<file path="config.mk">
export PLATFORM = sky130hd
export DESIGN_NAME = spi_master_byte
export DESIGN_NICKNAME = d
export VERILOG_FILES = /design/src/rtl/spi_master_byte.sv
export SDC_FILE = /design/constraint.sdc
export NUM_CORES = 1
export LEC_CHECK = 0
export CAP_MARGIN = 25
export CORE_MARGIN = 2
export CORE_UTILIZATION = 50
export DETAILED_ROUTE_END_ITERATION = 10
export DONT_BUFFER_PORTS = 1
export HOLD_SLACK_MARGIN = 0.03
export PLACE_DENSITY = 0.65
export REMOVE_ABC_BUFFERS = 1
export SLEW_MARGIN = 40
export SYNTH_ARGS = -nofsm -noshare
export SYNTH_HDL_FRONTEND = slang
export SYNTH_SLANG_ARGS = --single-unit
</file>
<file path="constraint.sdc">
create_clock -name clk -period 6.4 [get_ports clk]
set_clock_uncertainty 0.2 [all_clocks]
set_input_delay 0.96 -clock clk [delete_from_list [all_inputs] [get_ports clk]]
set_output_delay 0.96 -clock clk [all_outputs]
set_load 0.1 [all_outputs]
</file>
<file path="src/rtl/spi_master_byte.sv">
// spi_master_byte: mode-0 SPI master, one MSB-first byte per start/ready handshake.
//   clk, nrst      system clock, synchronous active-low reset
//   div            sclk half-period minus one (clk cycles), latched at accept
//   start/ready    transfer request / idle-and-accepting
//   tx_data        byte to send, latched at accept
//   cs_sel         chip-select index, latched at accept (>= NUM_CS gives dummy clocks)
//   cs_hold        keep ncs asserted after this byte
//   cs_release     drop a held ncs while idle
//   rx_valid       one-cycle strobe with rx_data = received byte
//   sclk/mosi/miso SPI bus, sclk idles low; ncs active-low per slave
module spi_master_byte #(
    parameter int NUM_CS    = 4,
    parameter int DIV_WIDTH = 8
) (
    input  logic                 clk,
    input  logic                 nrst,
    input  logic [DIV_WIDTH-1:0] div,
    input  logic                 start,
    input  logic [7:0]           tx_data,
    input  logic [2:0]           cs_sel,
    input  logic                 cs_hold,
    input  logic                 cs_release,
    output logic                 ready,
    output logic                 rx_valid,
    output logic [7:0]           rx_data,
    output logic                 sclk,
    output logic [NUM_CS-1:0]    ncs,
    output logic                 mosi,
    input  logic                 miso
);

    typedef enum logic [1:0] {IDLE, GAP, SHIFT, DONE} state_t;

    state_t                state_q, state_d;
    logic [DIV_WIDTH-1:0]  div_q, div_d;
    logic [DIV_WIDTH-1:0]  cnt_q, cnt_d;
    logic [3:0]            phase_q, phase_d;
    logic [7:0]            tx_q, tx_d;
    logic [7:0]            rx_q, rx_d;
    logic [7:0]            rx_data_q, rx_data_d;
    logic [2:0]            cs_q, cs_d;
    logic [2:0]            held_cs_q, held_cs_d;
    logic                  hold_q, hold_d;
    logic                  held_q, held_d;
    logic                  sclk_q, sclk_d;
    logic                  mosi_q, mosi_d;
    logic                  rx_valid_q, rx_valid_d;
    logic [NUM_CS-1:0]     ncs_q, ncs_d;
    logic [NUM_CS-1:0]     sel_ncs;
    logic [2:0]            cs_next;
    logic                  accept;
    logic                  phase_end;

    assign ready     = (state_q == IDLE) || (state_q == DONE);
    assign accept    = ready && start;
    assign phase_end = (cnt_q == div_q);
    assign cs_next   = accept ? cs_sel : cs_q;

    // One-cold decode; out-of-range indices leave every select high.
    always_comb begin
        sel_ncs = '1;
        for (int i = 0; i < NUM_CS; i++)
            if (cs_next == 3'(i)) sel_ncs[i] = 1'b0;
    end

    always_comb begin
        state_d    = state_q;
        div_d      = div_q;
        cnt_d      = cnt_q;
        phase_d    = phase_q;
        tx_d       = tx_q;
        rx_d       = rx_q;
        rx_data_d  = rx_data_q;
        cs_d       = cs_q;
        held_cs_d  = held_cs_q;
        hold_d     = hold_q;
        held_d     = held_q;
        sclk_d     = sclk_q;
        mosi_d     = mosi_q;
        ncs_d      = ncs_q;
        rx_valid_d = 1'b0;
        case (state_q)
            IDLE, DONE: begin
                state_d = IDLE;
                if (accept) begin
                    div_d   = div;
                    cs_d    = cs_sel;
                    hold_d  = cs_hold;
                    cnt_d   = '0;
                    phase_d = '0;
                    sclk_d  = 1'b0;
                    // Switching away from a held slave needs an all-high gap first.
                    if (held_q && held_cs_q != cs_sel) begin
                        state_d = GAP;
                        ncs_d   = '1;
                        mosi_d  = 1'b0;
                        tx_d    = tx_data;
                    end else begin
                        state_d = SHIFT;
                        ncs_d   = sel_ncs;
                        mosi_d  = tx_data[7];
                        tx_d    = {tx_data[6:0], 1'b0};
                    end
                end else if (state_q == IDLE && cs_release && held_q) begin
                    ncs_d  = '1;
                    held_d = 1'b0;
                end
            end
            GAP: begin
                cnt_d = cnt_q + DIV_WIDTH'(1);
                if (phase_end) begin
                    state_d = SHIFT;
                    cnt_d   = '0;
                    phase_d = '0;
                    ncs_d   = sel_ncs;
                    mosi_d  = tx_q[7];
                    tx_d    = {tx_q[6:0], 1'b0};
                end
            end
            SHIFT: begin
                cnt_d = cnt_q + DIV_WIDTH'(1);
                if (phase_end) begin
                    cnt_d   = '0;
                    phase_d = phase_q + 4'd1;
                    // Even phases are low; their end is the rising edge where miso is taken.
                    if (!phase_q[0]) begin
                        sclk_d = 1'b1;
                        rx_d   = {rx_q[6:0], miso};
                    end else if (phase_q != 4'd15) begin
                        sclk_d = 1'b0;
                        mosi_d = tx_q[7];
                        tx_d   = {tx_q[6:0], 1'b0};
                    end else begin
                        state_d    = DONE;
                        sclk_d     = 1'b0;
                        mosi_d     = 1'b0;
                        rx_valid_d = 1'b1;
                        rx_data_d  = rx_q;
                        held_d     = hold_q;
                        held_cs_d  = cs_q;
                        if (!hold_q) ncs_d = '1;
                    end
                end
            end
            default: state_d = IDLE;
        endcase
    end

    always_ff @(posedge clk) begin
        if (!nrst) begin
            state_q    <= IDLE;
            div_q      <= '0;
            cnt_q      <= '0;
            phase_q    <= '0;
            tx_q       <= '0;
            rx_q       <= '0;
            rx_data_q  <= '0;
            cs_q       <= '0;
            held_cs_q  <= '0;
            hold_q     <= 1'b0;
            held_q     <= 1'b0;
            sclk_q     <= 1'b0;
            mosi_q     <= 1'b0;
            rx_valid_q <= 1'b0;
            ncs_q      <= '1;
        end else begin
            state_q    <= state_d;
            div_q      <= div_d;
            cnt_q      <= cnt_d;
            phase_q    <= phase_d;
            tx_q       <= tx_d;
            rx_q       <= rx_d;
            rx_data_q  <= rx_data_d;
            cs_q       <= cs_d;
            held_cs_q  <= held_cs_d;
            hold_q     <= hold_d;
            held_q     <= held_d;
            sclk_q     <= sclk_d;
            mosi_q     <= mosi_d;
            rx_valid_q <= rx_valid_d;
            ncs_q      <= ncs_d;
        end
    end

    assign rx_valid = rx_valid_q;
    assign rx_data  = rx_data_q;
    assign sclk     = sclk_q;
    assign mosi     = mosi_q;
    assign ncs      = ncs_q;

endmodule

</file>
==> summary.txt <==
Timing
  • Relative slew slack: 0.6150
  • Final Hold Vio Count: 0
  • Tcrit/Tclk final: 0.4690
  • Fmax: 333.2 MHz
  • Worst-Margin Slew: about 0.57 ns
  • Min cycle time layout: 3.002 ns
  • Final max-slew violation count: 0
  • RSZ-0062 raised after global routing: false
  • Final setup TNS: 0 ns
  • Endpoints failing setup: 0

Global route
  • Largest net degree at the start of global routing: 44
  • Gr ovfl total: 0
  • GRT Resource Usage Total: 0.1862
  • Initial antenna violation count: 0
  • First-pass GRT wire length: 10590 um
  • Vias in the first global route: 2253

Critical path
  • Most used cell, CP: inv_1
  • Crit path launch type: flip-flop
  • Critical-path cell list: inv_1 -> ha_1 -> inv_1 -> buf_4
  • WS Path Type: reg2out
  • Critical Path Fanout Max: 16
  • Critical Path AT: 1.84 ns
  • Critical Path Slowest Stage Cell: ha_1
  • Worst Path Required: ~5.2 ns
  • Max incr delay on CP: around 0.48 ns
  • Crit end category: output pin

Final layout
  • Post-Route Utilization: 0.5662
  • Fraction of final layout cells sized beyond drive strength 1: 0.1901
  • Nets: 368
  • Post-Layout Cell Count: 417
  • ANT cells: 0
  • Area growth from synthesis to final layout: 7.622%

Drt
  • Uppermost routed layer: met4
  • WL met2: 2896 um
  • Routed wl met3: ~300 um
  • Total vias in the final route: 2364
  • Routed WL: 6294 um
  • 1st-pass router iterations: 4
  • Routed Antenna Nets: 0
  • DRC errors left: 0
  • DRT iter0 DRCs: 100
  • Met1 WL: roughly 3000 um
  • Per-cell routed wire length: 15.09 um
  • Vias per cell: 5.669

Clock network
  • CTS Hold Bufs: 0
  • Max clock buf depth: 2
  • H-tree levels: 3
  • CTS tree: built
  • Clk root buf: clkbuf_8
  • Clk sinks: a little over 60
  • Post-CTS Setup Repair Bufs: 0
  • PostCTS Resize Cnt: 0
  • Clock Latency Late Sink: 0.33 ns
  • Worst-path clk slew: 0.07 ns
  • CTS Buf Count: 9

Synth
  • Register area share after synthesis: 0.3875
  • Synth Instances: 343
  • Synth cell types: 58
  • Syn avg cell area: 9.189 sq um
  • Yosys warns: 0
  • Post-Syn Area: 0.003152 sq mm
  • Synth Flop Type: dfxtp_1
  • EDFF count, synth: 0
  • Synth Register Bits: 61
  • FFs w/ async S/R, synth: 0

Pwr
  • Clock power share: 0.335
  • Seq pwr share: 0.418
  • Combinational share of power: 0.247
  • Net Sw Frac: 0.3336
  • Leakage: 1.424 nW
  • Sw Pwr: 0.3829 mW
  • Peak supply drop: 0.0001796 V
  • Internal power: between 0.7 and 0.8 mW
  • Power Dens Cells: 338.4 mW/mm^2

Die
  • Area of the core: 0.005991 sq mm
  • FP Rows: 28
  • I/O pins: 41
  • Die span in x: around 83 um
  • Die area: 0.006955 sq mm
  • Die height: 83.40 um
  • Starting Density: 0.5261

Outcome
  • Status: finished, final reports clean

Job
  • Max-Cap Viols: 0

Worst hold path
  • Worst hold path class: reg2reg

Placement
  • Cells after DPL: 402
  • IO buf count: 0
  • DPL Wire Length: 4407 um
  • Placer Congestion: 0.8037
==> power by group through the flow <==
stage / Combinational [mW] / Sequential, mW / Clock, mW
floorplan: 0.235 / 0.481 / 0
CTS: 0.284 / 0.481 / 0.394
detailed placement: 0.283 / 0.489 / 0
finish: 0.283 / 0.480 / 0.385
global placement: 0.281 / 0.486 / 0
global route: 0.312 / 0.485 / 0.407
==> routing by layer <==
metal	up-vias	track usage
met5	-	0
met4	0	0.07601
met3	6	0.06262
met2	34	0.2925
met1	1118	0.2342
li1	1206	-
==> metrics by stage <==
step / worst slack (ns) / hold WS [ns] / cell area [sq um] / total power, mW
2_1_floorplan: 3.563 / 0.2316 / 3027 / 0.7154
3_3_place_gp: 3.407 / 0.2426 / 3136 / 0.7675
3_5_place_dp: 3.692 / 0.2476 / 3168 / 0.7722
4_1_cts: 3.382 / 0.2570 / 3392 / 1.159
5_1_grt: 3.310 / 0.2933 / 3392 / 1.205
6_report: 3.398 / 0.2549 / 3392 / 1.148
==> cell usage after synthesis, types with 4 or more instances <==
cell	count	area (sq um)
nand2_1	37	138.9
nand4_1	4	25.02
nand2b_1	7	43.79
and2_2	7	52.55
clkbuf_1	10	37.54
ha_1	5	62.56
mux2_2	5	56.30
mux2i_1	33	330.3
a21oi_1	31	155.2
o211a_1	4	40.04
xnor2_1	7	61.31
dfxtp_1	61	1221
mux2_4	7	105.1
nor3_1	5	25.02
inv_1	6	22.52
nand3_1	11	55.05
o21ai_0	20	100.1
nor2_1	28	105.1
==> cell usage in the layout (no fill, tap or decap), types with 5 or more instances in the layout <==
cell type	netlist	routed
clkbuf_8	0	11
dfxtp_2	0	15
nand3_1	11	11
mux2i_1	33	33
ha_1	5	5
nor3_1	5	5
mux2_2	5	5
o21ai_0	20	20
mux2_4	7	7
nor2_1	28	28
and2_2	7	7
inv_1	6	6
xnor2_1	7	7
nand2b_1	7	7
dfxtp_1	61	46
a21oi_1	31	31
nand2_1	37	37
==> cells by family after synthesis <==
kind of cell	share of synthesized area
AOI/OAI and AO/OA	0.1671
xor gates and xnor gates	0.03295
adders and majority gates	0.01985
buffers and inverters	0.04803
DFF	0.3875
muxes	0.1560
and+or+nand+nor	0.1886
==> registers in the layout (all words and copies together) (netlist names), 2 cells and up <==
name and cells:
cnt_q 8, div_q 8, rx_data 8, rx_q 8
tx_q 8, ncs 4, phase_q 4, cs_q 3
held_cs_q 3, state_q 2
==> area by class of cell <==
cell class	count	area, sq um
Clock inverter	3	68.82
Clock buffer	12	155.1
Inverter	7	26.28
Tap cell	75	93.84
Sequential cell	61	1240
Timing Repair Buffer	3	26.28
Multi-Input combinational cell	256	1782
Fill cell	558	2599
==> worst max-delay path, delay by kind of cell (launching register included) <==
| family | cells | cell delay (ns) |
|---|---|---|
| adder cells (fa/ha/maj) | 1 | 0.48 |
| buffers and inverters | 3 | 0.67 |
| flip-flops | 1 | 0.35 |
==> final timing paths <==
kind / cells after the start / slack (ns) / startpoint / end
max: 4 / 3.40 / state_q[0]$_SDFFE_PN0P_ / ready
min: 2 / 0.25 / tx_q[0]$_SDFFE_PN0P_ / tx_q[0]$_SDFFE_PN0P_
max reg2reg: 6 / 3.71 / state_q[0]$_SDFFE_PN0P_ / tx_q[4]$_SDFFE_PN0P_
min reg2reg: 2 / 0.25 / tx_q[0]$_SDFFE_PN0P_ / tx_q[0]$_SDFFE_PN0P_
(Power assumes the default switching activity.)
